--- src/rtl/harvard_data_ram.sv ---
// Single-port data RAM with byte-lane writes and a registered read path.
// After reset it zeroes every word, one per cycle, before taking requests.
module harvard_data_ram #(
  parameter int DATA_W = 16,
  parameter int ADDR_W = 8,
  parameter int DEPTH  = 64
) (
  input  logic                CLK,
  input  logic                RST_N,
  input  logic                REQ,
  input  logic                WE,
  input  logic [ADDR_W-1:0]   ADDR,
  input  logic [DATA_W/8-1:0] BE,
  input  logic [DATA_W-1:0]   WDATA,
  output logic [DATA_W-1:0]   RDATA,
  output logic                ACK,
  output logic                ERR,
  output logic                BUSY
);

  localparam int NB    = DATA_W / 8;
  localparam int IDX_W = (DEPTH > 1) ? $clog2(DEPTH) : 1;
  localparam int CNT_W = $clog2(DEPTH + 1);
  localparam logic [ADDR_W:0]  DEPTH_X  = (ADDR_W + 1)'(DEPTH);
  localparam logic [CNT_W-1:0] LAST_CNT = CNT_W'(DEPTH - 1);

  typedef enum logic {INIT, IDLE} state_t;

  state_t                 state;
  logic [CNT_W-1:0]       clr_cnt;
  logic [IDX_W-1:0]       idx, clr_idx;
  logic                   in_range, wr_en;
  logic [NB-1:0][7:0]     rd_word;

  assign in_range = {1'b0, ADDR} < DEPTH_X;
  assign idx      = ADDR[IDX_W-1:0];
  assign clr_idx  = clr_cnt[IDX_W-1:0];
  assign wr_en    = (state == IDLE) && REQ && WE && in_range;

  // One byte-wide array per lane so BE maps straight onto lane write enables.
  for (genvar b = 0; b < NB; b++) begin : g_lane
    logic [7:0] mem [DEPTH];

    always_ff @(posedge CLK) begin
      if (RST_N) begin
        if (state == INIT)
          mem[clr_idx] <= '0;
        else if (wr_en && BE[b])
          mem[idx] <= WDATA[8*b +: 8];
      end
    end

    assign rd_word[b] = mem[idx];
  end

  always_ff @(posedge CLK) begin
    if (!RST_N) begin
      state   <= INIT;
      clr_cnt <= '0;
      ACK     <= 1'b0;
      ERR     <= 1'b0;
      RDATA   <= '0;
      BUSY    <= 1'b1;
    end else begin
      ACK <= 1'b0;
      ERR <= 1'b0;
      case (state)
        INIT: begin
          clr_cnt <= clr_cnt + 1'b1;
          if (clr_cnt == LAST_CNT) begin
            state <= IDLE;
            BUSY  <= 1'b0;
          end
        end
        IDLE: begin
          if (REQ) begin
            ACK <= 1'b1;
            // Out-of-range accesses report an error and return zero, write or read.
            if (!in_range) begin
              ERR   <= 1'b1;
              RDATA <= '0;
            end else if (!WE) begin
              RDATA <= rd_word;
            end
          end
        end
      endcase
    end
  end

endmodule

--- config.mk ---
export PLATFORM = sky130hd
export DESIGN_NAME = harvard_data_ram
export DESIGN_NICKNAME = d
export VERILOG_FILES = /design/src/rtl/harvard_data_ram.sv
export SDC_FILE = /design/constraint.sdc
export NUM_CORES = 1
export LEC_CHECK = 0
export ABC_AREA = 1
export CORE_ASPECT_RATIO = 1.75
export CORE_MARGIN = 3
export CORE_UTILIZATION = 30
export DETAILED_ROUTE_END_ITERATION = 10
export GPL_ROUTABILITY_DRIVEN = 0
export HOLD_SLACK_MARGIN = 0.03
export PLACE_DENSITY = 0.51
export SYNTH_ARGS = -nofsm -noshare
export SYNTH_HDL_FRONTEND = slang
export SYNTH_SLANG_ARGS = --single-unit
--- constraint.sdc ---
create_clock -name CLK -period 5.8 [get_ports CLK]
set_clock_uncertainty 0.1 [all_clocks]
set_input_delay 1.16 -clock CLK [delete_from_list [all_inputs] [get_ports CLK]]
set_output_delay 1.16 -clock CLK [all_outputs]
set_load 0.05 [all_outputs]
==> results_dict.tcl <==
set metrics [dict create \
    synth_cell_type_count 26 \
    place_hpwl_mm 79.37 \
    cts_max_path_buffers 3 \
    dr.first_iter.drc_count 2030 \
    whs_ps 353.0 \
    cellLeakagePower_nw 18.39 \
    grt_setup_unrepaired "no" \
    achievable-frequency_ghz 0.2346 \
    htreeDepth 3 \
    dr_total_vias 27749 \
    wire_length_of_the_first_global_routing_pass_mm 182.3 \
    report.final.slew_viol_count 0 \
    asyncSetResetFlopFracSynth_pct 0 \
    grt_max_degree 208 \
    cts_root_buf "clkbuf_16" \
    ir_drop_mv 0.1958 \
    synth.most_common_cell "nand2_1" \
    std_cell_rows 183 \
    floorplan.die_area_mm2 0.1488 \
    outcome "finished, final reports clean" \
    starting_utilization_of_the_core_area_pct 30.28 \
    synth_sequential_area_ratio_pct 72.43 \
    io_pins 49 \
    power_per_cell_area_mw_per_mm2 321.0 \
    final_design_area_no_fill_mm2 0.04914 \
    final-setup-viol-count 0 \
    yosys_warnings 0 \
    timing.final.crit_period_ps 4263 \
    multiInputGateArea_mm2 0.01082 \
    fin_total_pwr_mw 15.78 \
    regToRegSetupSlack_ps 2370 \
    criticalPathCategory "input port to flip-flop" \
    maxCapViolCount 0 \
    drtPass1Iterations 5 \
    clock_sinks 1051 \
    drt_drc_violations_left 0 \
    stdcell_count 5710 \
    timing.critical_path.required_ps 6040 \
    yosysTopAreaCellShare_pct 71.18 \
    tritoncts "yes" \
    setup_tns_ps 0 \
    cts-buffers-inserted 97 \
    final_nets 3806 \
    synth_top_cells_by_area "edfxtp_1 71%, nand2_1 12%, nand3_1 10%" \
    port-buffer-count 48 \
    groute.usage.overall_pct 16.64 \
    timing.critical_path.fanout_max 22 \
    finalWorstSetupSlack_ps 1537 \
    die_height_um 508.0 \
    synth_top_cells_by_count "1370 x nand2_1, 1024 x edfxtp_1, 869 x nand3_1" \
    post_cts_resize_count 0 \
    endpoint_kind_of_the_worst_setup_timing_path "flip-flop" \
    synth-edff-count 1024 \
    post-synth-top-area-cell "edfxtp_1" \
    postRouteAntennaNets 0 \
    worst_slew_pin_slew_ps 987.2 \
    post-route-util_pct 34.45 \
    netlist_instances 3803 \
    ys_seq_elements 1051 \
    synth.net_count 3834 \
    finalHoldViolations 0 \
    dpl_cell_area_mm2 0.04576 \
    syn_avg_cell_area_um2 11.36 \
    slew-limit-headroom_pct 34.19 \
    clock_insertion_delay_worst_skew_ps 710 \
    netlist_area_before_placement_mm2 0.04320 \
    timing.critical_path.arrival_ps 4510 \
    cts_hold_buffers 0 \
    dieWidth_um 292.9 \
    total_grt_overflow 0 \
    period_share_pct 73.50 \
    timing.hold.worst.class "flip-flop to flip-flop" \
    fillCellCount 14108 \
    place_inst 5526 \
    final_layout_size_suffix_gt1_share_pct 7.024 \
    antenna_found_initial 2 \
    routed_via_density 4.860 \
    dpl_worst_slack_ps 808.6 \
    cts_setup_buffers 0 \
    critPathLaunchType "input port" \
    wirelength_mm 125.9 \
    syn2layout_area_growth_pct 13.75 \
    coreArea_mm2 0.1426 \
    clk_pin_slew_ps 60 \
    number_of_global_route_vias_before_repair 27840 \
    ys_dominant_reg_cell "edfxtp_1" \
    sequential_cell_area_mm2 0.03129 \
    wire_per_inst_um 22.06 \
]
[layer usage]
layer | global-route usage, % | share of wire (%) | vias to the layer above
li1 | - | - | 13184
met1 | 17.90 | 37 | 13580
met2 | 31.57 | 54 | 737
met3 | 1.987 | 4.1 | 248
met4 | 8.924 | 5.3 | 0
met5 | 0 | 0 | -
[power by group]
part	internal (mW)	total, mW	leakage, nW	switching (mW)
clock	3.91	6.80	1.62	2.89
combinational	0.178	0.744	4.85	0.566
sequential	8.22	8.23	11.9	0.00779
total	12.3	15.8	18.4	3.47
[registers in the layout (all words and copies together) (netlist names)]
register    count
ACK             1
BUSY            1
ERR             1
RDATA          16
clr_cnt         7
g_lane.mem   1024
state           1
[placed cells by master (no fill, tap or decap), types with 9 or more instances in the layout]
master	instances
nand2_1	1370
clkdlybuf4s50_1	43
o21ai_2	9
buf_4	39
inv_1	41
bufinv_16	18
buf_12	17
nor2_1	141
a21oi_1	22
dfxtp_1	27
nand3_1	869
inv_2	10
nor2_4	17
clkbuf_16	97
clkbuf_1	17
edfxtp_1	1024
clkinv_2	12
clkinv_1	21
[cells by family (layout without fill, tap and decap cells)]
group | count (synthesis) | in the layout | synth area share, %
DFF | 1051 | 1051 | 72.43
buffers and inverters | 285 | 340 | 2.792
adders and majority gates | 1 | 1 | 0.02896
other | 0 | 2 | 0
AOI/OAI and AO/OA | 39 | 39 | 0.6169
and+or+nand+nor | 2427 | 2427 | 24.13
[path summary, 6_finish.rpt]
path | start | to | cells past startpoint
max | RST_N | g_lane[1].mem[3][0]$_DFFE_PP_ | 11
min | BUSY$_SDFFE_PN1P_ | BUSY$_SDFFE_PN1P_ | 2
max reg2reg | state$_SDFF_PN0_ | g_lane[1].mem[54][4]$_DFFE_PP_ | 9
min reg2reg | BUSY$_SDFFE_PN1P_ | BUSY$_SDFFE_PN1P_ | 2
[critical path: stages]
cell and delay (ps):
clkdlybuf4s50_1 540, inv_2 380, nor2_4 90, nand3_2 310, buf_4 420, nand2_1 120, o21ai_2 160, inv_2 120
nor3_1 260, nand2_1 330, nor2_1 600
[layout make-up]
cell class,count,share of cell area (%)
Multi-Input combinational cell,2467,22.03
Sequential cell,1051,63.67
Clock inverter,68,1.808
Tap cell,1850,4.710
Antenna cell,2,0.01018
Inverter,55,0.4608
Timing Repair Buffer,103,2.243
Clock buffer,114,5.069
Note: power is estimated with default switching activity, not from simulation.
